[config.mk]
export PLATFORM = sky130hd
export DESIGN_NAME = wire_pattern_gen
export DESIGN_NICKNAME = d
export VERILOG_FILES = /design/src/rtl/wire_pattern_gen.sv
export SDC_FILE = /design/constraint.sdc
export NUM_CORES = 1
export LEC_CHECK = 0
export BUFFER_PORTS_ARGS = -buffer_cell sky130_fd_sc_hd__buf_4
export CAP_MARGIN = 40
export CORE_MARGIN = 2
export CORE_UTILIZATION = 44
export DETAILED_ROUTE_END_ITERATION = 8
export GPL_TIMING_DRIVEN = 0
export PLACE_DENSITY = 0.6
export SKIP_CTS_REPAIR_TIMING = 1
export SYNTH_ARGS = -nofsm -noshare
export SYNTH_HDL_FRONTEND = slang
export SYNTH_SLANG_ARGS = --single-unit
[constraint.sdc]
create_clock -name clk -period 1.9 [get_ports clk]
set_input_delay 0.095 -clock clk [delete_from_list [all_inputs] [get_ports clk]]
set_output_delay 0.095 -clock clk [all_outputs]
set_load 0.02 [all_outputs]
[src/rtl/wire_pattern_gen.sv]
// Square-wave stimulus generator for the single-wire pass-through block.
// A run produces NUM_PHASES phases of HALF_PERIOD cycles each, alternating
// a_out starting from INIT_LEVEL, with a start/busy/done handshake and a
// phase_tick strobe marking the first cycle of every phase after the first.
module wire_pattern_gen #(
    parameter int unsigned HALF_PERIOD = 20,
    parameter int unsigned NUM_PHASES  = 4,
    parameter logic        INIT_LEVEL  = 1'b0
) (
    input  logic       clk,
    input  logic       rst_n,
    input  logic       start,
    input  logic       abort,
    output logic       a_out,
    output logic       busy,
    output logic       done,
    output logic       phase_tick,
    output logic [7:0] phase_idx
);

    localparam logic [15:0] TimerLast = 16'(HALF_PERIOD - 1);
    localparam logic [7:0]  PhaseLast = 8'(NUM_PHASES - 1);

    // Reject parameter values outside the supported range at elaboration.
    if (HALF_PERIOD < 1 || HALF_PERIOD > 65535 || NUM_PHASES < 1 || NUM_PHASES > 255)
    begin : g_param_check
        $error("wire_pattern_gen: HALF_PERIOD or NUM_PHASES out of range");
    end

    typedef enum logic [1:0] {StIdle, StRun, StDone} state_e;

    state_e      state_q, state_d;
    logic [15:0] timer_q, timer_d;
    logic [7:0]  phase_idx_q, phase_idx_d;
    logic        a_out_q, a_out_d;
    logic        busy_q, busy_d;
    logic        done_q, done_d;
    logic        tick_q, tick_d;

    // Next-state logic; every output is computed here and registered below.
    always_comb begin
        state_d     = state_q;
        timer_d     = timer_q;
        phase_idx_d = phase_idx_q;
        a_out_d     = a_out_q;
        busy_d      = 1'b0;
        done_d      = 1'b0;
        tick_d      = 1'b0;

        unique case (state_q)
            StIdle: begin
                // abort wins over a simultaneous start
                if (start && !abort) begin
                    state_d     = StRun;
                    busy_d      = 1'b1;
                    timer_d     = 16'd0;
                    phase_idx_d = 8'd0;
                    a_out_d     = INIT_LEVEL;
                end
            end
            StRun: begin
                if (abort) begin
                    state_d     = StIdle;
                    timer_d     = 16'd0;
                    phase_idx_d = 8'd0;
                    a_out_d     = INIT_LEVEL;
                end else if (timer_q == TimerLast) begin
                    timer_d = 16'd0;
                    if (phase_idx_q != PhaseLast) begin
                        phase_idx_d = phase_idx_q + 8'd1;
                        a_out_d     = ~a_out_q;
                        tick_d      = 1'b1;
                        busy_d      = 1'b1;
                    end else begin
                        // last phase complete: a_out keeps the final level
                        state_d     = StDone;
                        phase_idx_d = 8'd0;
                        done_d      = 1'b1;
                    end
                end else begin
                    timer_d = timer_q + 16'd1;
                    busy_d  = 1'b1;
                end
            end
            StDone: begin
                // start is deliberately not sampled here
                state_d = StIdle;
            end
            default: begin
                state_d = StIdle;
            end
        endcase
    end

    // State and output registers with synchronous active-low reset.
    always_ff @(posedge clk) begin
        if (!rst_n) begin
            state_q     <= StIdle;
            timer_q     <= 16'd0;
            phase_idx_q <= 8'd0;
            a_out_q     <= INIT_LEVEL;
            busy_q      <= 1'b0;
            done_q      <= 1'b0;
            tick_q      <= 1'b0;
        end else begin
            state_q     <= state_d;
            timer_q     <= timer_d;
            phase_idx_q <= phase_idx_d;
            a_out_q     <= a_out_d;
            busy_q      <= busy_d;
            done_q      <= done_d;
            tick_q      <= tick_d;
        end
    end

    assign a_out      = a_out_q;
    assign busy       = busy_q;
    assign done       = done_q;
    assign phase_tick = tick_q;
    assign phase_idx  = phase_idx_q;

endmodule

==> impl_metrics.json, run 1 <==
{
  "status": "complete, no violations",
  "cts_buffer_depth": 2,
  "final-setup-viol-count": 0,
  "cts_tree": "built",
  "drt-initial-drc-count": 117,
  "crit_path_start_kind": "flop",
  "timing.rr.end": "phase_idx[6]$_SDFFE_PN0P_",
  "die_h_um": 65.6,
  "hold_depth": 3,
  "tightest_slew_ns": 0.730,
  "fin_skew_ns": 0.00738,
  "synth_seq_cells": 30,
  "antenna_found_initial": 0,
  "netlist_area_um2": 1670,
  "synth_top_flop_cell": "dfxtp_1",
  "ys_types": 50,
  "first_pass_iters": 4,
  "fillers": 343,
  "endpoint_kind": "flop",
  "setup_ws_ns": 0.134,
  "hold_path_class": "input port to flop",
  "timing.final.crit_share": 0.929,
  "fin_util": 0.534,
  "reg2reg_depth": 6,
  "vias_per_cell": 5.93,
  "place_ws_ns": -0.00897,
  "synth_area_leaders": "dfxtp_1, nand3_1, nand4_1",
  "syn_inst": 191,
  "cap_violations": 0,
  "hold_start": "abort",
  "dp.final_hpwl_um": 2870,
  "ctsHtreeMaxLevel": 2,
  "netlist.area_leader.share": 0.359,
  "cts_buffers": 5,
  "grtUsageMet3": 0.0514,
  "yosysTopAreaCell": "dfxtp_1",
  "critical_path_class": "flop to flop",
  "nets": 219,
  "groute.usage.overall": 0.203,
  "pin_count": 16,
  "max_clock_freq_mhz": 566,
  "num_rows": 22,
  "final_area_um2": 1960,
  "worstHoldEndpoint": "a_out$_SDFFE_PN0P_",
  "routed_wl_um": 3980,
  "grt_pass1_vias": 1408,
  "critical_path.max_fanout": 10,
  "diodes": 0,
  "drive_above_1_share": 0.210,
  "dp.cells": 254,
  "rsz0062_at_grt": "no",
  "yosysSeqAreaShare": 0.359,
  "fin_cells": 262,
  "fin_total_pwr_mw": 1.25,
  "cts.sinks": 30,
  "async_reset_ff_frac": 0,
  "cts-root-buf": "clkbuf_8",
  "path_clk_slew_ns": 0.07,
  "slew_violations": 0,
  "timing.final.crit_period_ns": 1.77,
  "area_growth_syn_to_layout_pct": 17.0,
  "grt_max_degree": 11,
  "power.density_nw_per_um2": 637,
  "hold_viol": 0,
  "vias": 1553,
  "grt-ovfl-total": 0,
  "syn-mean-instance-area_um2": 8.75,
  "ff2ff_setup_slack_ns": 0.13,
  "ys_warn_count": 0,
  "numPortBuffers": 15,
  "postRouteAntennaNets": 0,
  "worstSkewPairLatency_ns": 0.28,
  "p_leak_nw": 0.708,
  "core_area_um2": 3660,
  "critPathArrivalTime_ns": 1.93,
  "r2r_start": "timer_q[0]$_SDFFE_PN0P_",
  "dpl_cell_area_um2": 1840,
  "start_util": 0.457,
  "met1_usage": 0.280,
  "max-slew-margin-rel": 0.509,
  "globalplace.congestion": 0.854,
  "dieArea_um2": 4310,
  "wl_per_cell_um": 15.2,
  "dieWidth_um": 65.6,
  "grt_util_met2": 0.308,
  "peakVddDrop_uv": 370,
  "grt_pass1_wl_um": 6670,
  "synth_nets": 197,
  "synth_edf_count": 0,
  "worstPathRequired_ns": 2.07,
  "route.detailed.drc": 0,
  "grt-busiest-layer": "met2"
}
per-stage QoR:
stage | TNS, ns | hold WS [ns]
2_1_floorplan | 0 | 0.304
3_3_place_gp | 0 | 0.464
3_5_place_dp | -0.0135 | 0.465
4_1_cts | -0.0849 | 0.160
5_1_grt | 0 | 0.181
6_report | 0 | 0.167
cells in the mapped netlist, types with 2 or more instances:
cell type,n
o21ai_0,5
o211ai_2,2
a31oi_1,4
o2111ai_1,4
and4_1,5
inv_1,9
and3_1,5
a21oi_1,9
clkbuf_1,3
buf_4,2
or3_1,3
dfxtp_1,30
nand2_1,11
ha_1,2
nor4_1,3
nand3_1,16
and3b_1,3
o211ai_1,8
nor3_1,4
nor2_1,12
nand2b_1,2
nor4_4,2
o311ai_0,2
buf_2,4
a211oi_1,2
xor2_1,4
o21a_1,2
and2_1,2
nand4_1,10
worst max-delay path, stage by stage (launching register included):
cell and delay (ns):
dfxtp_1 0.40, ha_2 0.26, and4bb_2 0.29, nand4_4 0.18, a22oi_4 0.25, buf_6 0.19
o211ai_2 0.07
layout make-up:
type	count	area (um2)	area share
Tap cell	48	60.1	0.0307
Buffer	10	57.6	0.0294
Clock inverter	2	12.5	0.00640
Inverter	9	33.8	0.0173
Clock buffer	6	82.6	0.0422
Timing Repair Buffer	15	113	0.0576
Multi-Input combinational cell	142	996	0.509
Sequential cell	30	601	0.307
per-layer routing:
layer / wire length (um) / vias to the layer above
met2: 1780 / 31
met3: 211 / 5
met4: 38 / 0
met1: 1960 / 734
met5: 0 / -
li1: - / 783
sequential cells by signal, indices dropped and copies added (netlist names):
| name | cells |
|---|---|
| a_out | 1 |
| busy | 1 |
| done | 1 |
| phase_idx | 8 |
| phase_tick | 1 |
| state_q | 2 |
| timer_q | 16 |
logic make-up after synthesis:
kind of cell,share of synthesized area
compound gates,0.213
xor+xnor,0.0210
fa+ha+maj,0.0150
buf+inv,0.0546
flops,0.359
mux,0.00599
simple gates,0.332
layout by cell type (no fill, tap or decap), drive strengths merged, types with 2 or more instances in the layout:
cell type	synthesis	layout
nand3	16	16
a31oi	4	4
nor3	5	5
nor2	12	12
and2	2	2
nor3b	2	2
and3b	3	3
buf	7	22
nor4	5	5
and3	5	5
o211ai	10	10
and4	5	5
o21ai	6	6
a211oi	2	2
xor2	4	4
o311ai	2	2
inv	9	9
nand4	11	11
nand2b	2	2
nand2	11	11
ha	2	2
o21a	2	2
o2111ai	4	4
or3	3	3
a21oi	9	9
dfxtp	30	30
clkbuf	3	9
report_power, final:
part	internal (mW)	switching [mW]	total [mW]
Combinational	0.0253	0.0429	0.0682
Sequential	0.632	0.00247	0.634
Clock	0.291	0.252	0.543
Total	0.948	0.298	1.25
worst max path at each step:
stage | end | start | slack (ns)
final | phase_idx[6]$_SDFFE_PN0P_ | timer_q[0]$_SDFFE_PN0P_ | 0.13
after global placement | phase_idx[5]$_SDFFE_PN0P_ | timer_q[0]$_SDFFE_PN0P_ | 0.01
after CTS | phase_idx[6]$_SDFFE_PN0P_ | timer_q[0]$_SDFFE_PN0P_ | -0.03
after global routing | phase_idx[6]$_SDFFE_PN0P_ | timer_q[0]$_SDFFE_PN0P_ | 0.04
after detailed placement | phase_idx[6]$_SDFFE_PN0P_ | timer_q[0]$_SDFFE_PN0P_ | -0.009
after floorplan | a_out$_SDFFE_PN0P_ | phase_idx[1]$_SDFFE_PN0P_ | 0.26
No activity file was read; power rests on OpenSTA's default activity.
==> run 2: changes to the inputs <==
Settings changed: CAP_MARGIN 40 to default, CORE_UTILIZATION 44 to 29, PLACE_DENSITY 0.6 to 0.43.
==> run 2 against run 1 <==
  * Clock skew is 0.0010 ns higher
  * Count of clock-buffer cells in the layout stayed put
  * First-iteration DRC count is 5.1% higher
  * Sequential power hardly changed
  * Register-to-register slack worse by 0.02 ns
  * Clock power is 6.1% lower
  * Sequential share of layout area is 0.43 points lower
  * Worst setup slack worse by 0.018 ns
  * Design area is 1.4% higher
  * Fmax is 1.0% lower
  * Die area is 48% higher
  * Largest power group unchanged
==> impl_metrics.json, run 2 (synthesis gave the netlist of run 1 again) <==
{
  "critPathBufInv": 1,
  "drt-initial-drc-count": 123,
  "fin_tns_setup_ns": 0,
  "cts_buffer_depth": 2,
  "hold_path_class": "input port to flop",
  "die_h_um": 79.9,
  "endpoint_kind": "flop",
  "multi_input_area_um2": 991,
  "hold_depth": 3,
  "grt-busiest-layer": "met2",
  "pin_count": 16,
  "nets": 221,
  "cts_buffers": 5,
  "cts-root-buf": "clkbuf_8",
  "route.detailed.drc": 0,
  "power.density_nw_per_um2": 614,
  "fin_total_pwr_mw": 1.22,
  "ff2ff_setup_slack_ns": 0.12,
  "drive_above_1_share": 0.206,
  "cts_tree": "built",
  "dieArea_um2": 6390,
  "path_clk_slew_ns": 0.06,
  "fillers": 579,
  "tightest_slew_ns": 0.637,
  "p_leak_nw": 0.709,
  "num_rows": 27,
  "timing.final.crit_share": 0.939,
  "fin_skew_ns": 0.00839,
  "grt_pass1_vias": 1473,
  "crit_path_start_kind": "flop",
  "max-slew-margin-rel": 0.571,
  "start_util": 0.302,
  "status": "complete, no violations",
  "seqCellArea_um2": 601,
  "cp_slowest_cell": "dfxtp_1",
  "final_common_cell": "dfxtp_1",
  "final-setup-viol-count": 0,
  "timing.final.crit_period_ns": 1.78,
  "dp.final_hpwl_um": 3380,
  "diodes": 0,
  "ctsHtreeMaxLevel": 2,
  "final_cell_mix": "dfxtp_1, buf_4, nand3_1",
  "grt_max_degree": 11,
  "met1_usage": 0.206,
  "timing.rr.end": "timer_q[14]$_SDFFE_PN0P_",
  "critPathArrivalTime_ns": 1.95,
  "first_pass_iters": 4,
  "reg2reg_depth": 6,
  "grt_pass1_wl_um": 7420,
  "critPathTopFamily": "simple AND/OR/NAND/NOR gates",
  "vias": 1597,
  "largest_reg_flops": 16,
  "peakVddDrop_uv": 269,
  "grt-ovfl-total": 0,
  "top_register": "timer_q",
  "globalplace.congestion": 0.783,
  "wl_per_cell_um": 16.0,
  "dieWidth_um": 79.9,
  "worstHoldEndpoint": "a_out$_SDFFE_PN0P_",
  "hold_viol": 0,
  "hold_start": "abort",
  "grtUsageMet3": 0.0430,
  "cp_cell_sequence": "ha_2 > and4bb_2 > nand4_4 > buf_2 > a41oi_1 > a31oi_1",
  "cp.depth": 6,
  "critical_path_class": "flop to flop",
  "groute.usage.overall": 0.151,
  "routed_wl_um": 4570,
  "whs_ns": 0.170,
  "area_growth_syn_to_layout_pct": 18.6,
  "slowest_delay_ns": 0.40,
  "grt_util_met2": 0.228,
  "numPortBuffers": 15,
  "startpoint": "timer_q[0]$_SDFFE_PN0P_",
  "vias_per_cell": 5.58,
  "antenna_found_initial": 0,
  "cts.sinks": 30,
  "max_clock_freq_mhz": 560,
  "worstPathRequired_ns": 2.06,
  "r2r_start": "timer_q[0]$_SDFFE_PN0P_",
  "critical_path.max_fanout": 10,
  "postRouteAntennaNets": 0,
  "slew_violations": 0,
  "cap_violations": 0,
  "core_area_um2": 5540,
  "worstSkewPairLatency_ns": 0.28
}
## run 2: changes by cell type in the layout (fill, tap and decap cells not counted)
cell / before / now
buf_4: 17 / 19
clkinv_2: 1 / 0
clkinvlp_4: 1 / 0
nor3b_1: 0 / 1
nor3b_2: 2 / 1
## run 2: routing by layer
metal / wire [um] / part of all wire / up-vias
li1: - / - / 786
met1: 2280 / 0.50 / 768
met2: 2020 / 0.44 / 38
met3: 214 / 0.047 / 5
met4: 57 / 0.012 / 0
met5: 0 / 0 / -
## run 2: worst max path at each step
stage | endpoint | slack (ns)
floorplan | a_out$_SDFFE_PN0P_ | 0.26
global placement | phase_idx[5]$_SDFFE_PN0P_ | -0.09
detailed placement | phase_idx[5]$_SDFFE_PN0P_ | -0.05
CTS | phase_idx[5]$_SDFFE_PN0P_ | -0.07
global route | timer_q[14]$_SDFFE_PN0P_ | -0.004
finish | timer_q[14]$_SDFFE_PN0P_ | 0.12
## run 2: per-stage QoR
stage	cell area, um2	cells	utilization	setup slack, ns
after floorplan	1670	191	-	0.257
after detailed placement	1870	278	0.338	-0.0533
after CTS	1960	284	0.353	-0.0671
final	1980	286	0.358	0.116
after global placement	1870	278	0.338	-0.0880
after global routing	1980	286	0.358	-0.00356
## run 2: worst register-to-register path: cells and delay by family, from the launching register on
| kind | cells | cell delay (ns) |
|---|---|---|
| adders and majority gates | 1 | 0.25 |
| buffers and inverters | 1 | 0.26 |
| AOI/OAI and AO/OA | 2 | 0.27 |
| DFF | 1 | 0.40 |
| and+or+nand+nor | 2 | 0.48 |
## run 2: layout make-up
cell class | count | area share
Clock buffer | 6 | 0.0416
Buffer | 10 | 0.0290
Inverter | 9 | 0.0170
Sequential cell | 30 | 0.303
Tap cell | 72 | 0.0454
Multi-Input combinational cell | 142 | 0.500
Timing Repair Buffer | 17 | 0.0644
## run 2: power breakdown
| group | switching [mW] | internal, mW | total, mW | leakage [nW] |
|---|---|---|---|---|
| logic | 0.0447 | 0.0293 | 0.0740 | 0.424 |
| registers | 0.00254 | 0.632 | 0.635 | 0.242 |
| clock network | 0.231 | 0.279 | 0.510 | 0.0431 |
| total | 0.278 | 0.940 | 1.22 | 0.709 |
==> run 3: changes to the inputs <==
Settings changed: CORE_ASPECT_RATIO from default to 1.5.
==> run 3 against run 2 <==
  * Core utilization is 0.57 points higher
  * Critical path depth is 2 lower
  * Register-to-register slack hardly changed
  * Non-clock buffer count stayed put
  * Cell count stayed put
  * Sequential share of layout area is 0.43 points lower
  * First-iteration DRC count is 77% lower
  * Global-route usage is 0.16 points lower
  * Combinational power is 2% higher
  * Hold slack worse by 0.0033 ns
  * Sequential power hardly changed
==> impl_metrics.json, run 3 (synthesis gave the netlist of run 1 again) <==
{
  "status": "complete, no violations",
  "drive_above_1_share": 0.213,
  "final-setup-viol-count": 0,
  "timing.rr.end": "a_out$_SDFFE_PN0P_",
  "critPathTopFamily": "simple AND/OR/NAND/NOR gates",
  "tightest_slew_ns": 0.720,
  "cts-root-buf": "clkbuf_8",
  "antenna_found_initial": 0,
  "max-slew-margin-rel": 0.516,
  "cts_tree": "built",
  "setup_ws_ns": 0.112,
  "slowest_delay_ns": 0.66,
  "cts_buffers": 5,
  "critPathBufInv": 0,
  "critical_path.max_fanout": 7,
  "routed_wl_um": 4450,
  "dieArea_um2": 6400,
  "cap_violations": 0,
  "area_growth_syn_to_layout_pct": 20.4,
  "power.density_nw_per_um2": 620,
  "grt_max_degree": 11,
  "cp_slowest_cell": "nor4_1",
  "core_area_um2": 5530,
  "num_rows": 33,
  "max_clock_freq_mhz": 559,
  "cp_cell_sequence": "nor4_1 > and2_1 > nand3b_1 > a311oi_1",
  "r2r_start": "phase_idx[3]$_SDFFE_PN0P_",
  "reg2reg_depth": 4,
  "groute.usage.overall": 0.149,
  "critPathArrivalTime_ns": 1.98,
  "top_register": "timer_q",
  "route.detailed.drc": 0,
  "worstHoldEndpoint": "a_out$_SDFFE_PN0P_",
  "crit_path_start_kind": "flop",
  "fin_skew_ns": 0.00432,
  "worstSkewPairLatency_ns": 0.28,
  "pin_count": 16,
  "numPortBuffers": 15,
  "first_pass_iters": 4,
  "diodes": 0,
  "largest_reg_flops": 16,
  "final_cell_mix": "dfxtp_1, buf_4, nand3_1",
  "peakVddDrop_uv": 311,
  "hold_path_class": "input port to flop",
  "timing.final.crit_period_ns": 1.79,
  "slew_violations": 0,
  "p_leak_nw": 0.720,
  "die_h_um": 97.0,
  "globalplace.congestion": 0.733,
  "ctsHtreeMaxLevel": 2,
  "dieWidth_um": 66.0,
  "postRouteAntennaNets": 0,
  "whs_ns": 0.167,
  "drt-initial-drc-count": 28,
  "endpoint_kind": "flop",
  "vias_per_cell": 5.48,
  "vias": 1567,
  "place_ws_ns": -0.0771,
  "grt-ovfl-total": 0,
  "final_area_um2": 2010,
  "start_util": 0.302,
  "rsz0062_at_grt": "no",
  "timing.final.crit_share": 0.941,
  "hold_depth": 3,
  "ff2ff_setup_slack_ns": 0.11,
  "critical_path_class": "flop to flop",
  "dp.final_hpwl_um": 3330,
  "path_clk_slew_ns": 0.07,
  "cts.sinks": 30,
  "wl_per_cell_um": 15.6,
  "cts_buffer_depth": 2,
  "worstPathRequired_ns": 2.09,
  "grt_pass1_wl_um": 7330,
  "final_common_cell": "dfxtp_1",
  "grt_pass1_vias": 1470,
  "hold_start": "abort",
  "nets": 221,
  "hold_viol": 0,
  "dpl_cell_area_um2": 1870
}
run 3: worst reg2reg max path, stage by stage (launching register included):
cell	delay, ns
dfxtp_1	0.38
nor4_1	0.67
and2_1	0.31
nand3b_1	0.09
a311oi_1	0.26
run 3: through the flow:
stage / total power, mW / std cells / utilization / TNS (ns)
after CTS: 1.26 / 284 / 0.355 / -0.523
final: 1.25 / 286 / 0.364 / 0
after global routing: 1.30 / 286 / 0.364 / 0
after floorplan: 0.693 / 191 / - / 0
after detailed placement: 0.719 / 276 / 0.338 / -0.506
after global placement: 0.718 / 276 / 0.338 / -0.226
run 3: worst max path at each step:
stage,from,to,cells after the start
6_report,phase_idx[3]$_SDFFE_PN0P_,a_out$_SDFFE_PN0P_,4
5_1_grt,timer_q[0]$_SDFFE_PN0P_,phase_idx[0]$_SDFFE_PN0P_,6
4_1_cts,timer_q[0]$_SDFFE_PN0P_,phase_idx[6]$_SDFFE_PN0P_,6
3_5_place_dp,timer_q[0]$_SDFFE_PN0P_,phase_idx[6]$_SDFFE_PN0P_,6
3_3_place_gp,timer_q[0]$_SDFFE_PN0P_,phase_idx[0]$_SDFFE_PN0P_,6
2_1_floorplan,phase_idx[1]$_SDFFE_PN0P_,a_out$_SDFFE_PN0P_,5
run 3: where the power goes:
| part | internal [mW] | switching (mW) | total [mW] | leakage (nW) |
|---|---|---|---|---|
| clock network | 0.292 | 0.246 | 0.538 | 0.0482 |
| logic | 0.0300 | 0.0455 | 0.0755 | 0.430 |
| registers | 0.632 | 0.00276 | 0.634 | 0.242 |
| total | 0.954 | 0.294 | 1.25 | 0.720 |
run 3: cell type report:
cell class | instances | area (um2)
inverter | 9 | 33.8
clock buffer | 7 | 86.3
timing repair buffer | 17 | 128
multi-input combinational | 142 | 1010
fill | 609 | 3520
clock inverter | 1 | 5.00
buffer | 10 | 57.6
tap | 70 | 87.6
sequential | 30 | 601
run 3: routing by layer:
layer | GRT usage | vias up | wire length [um]
met2 | 0.272 | 21 | 2370
li1 | - | 784 | -
met3 | 0.0314 | 5 | 96
met4 | 0.0518 | 0 | 66
met5 | 0 | - | 0
met1 | 0.165 | 757 | 1920
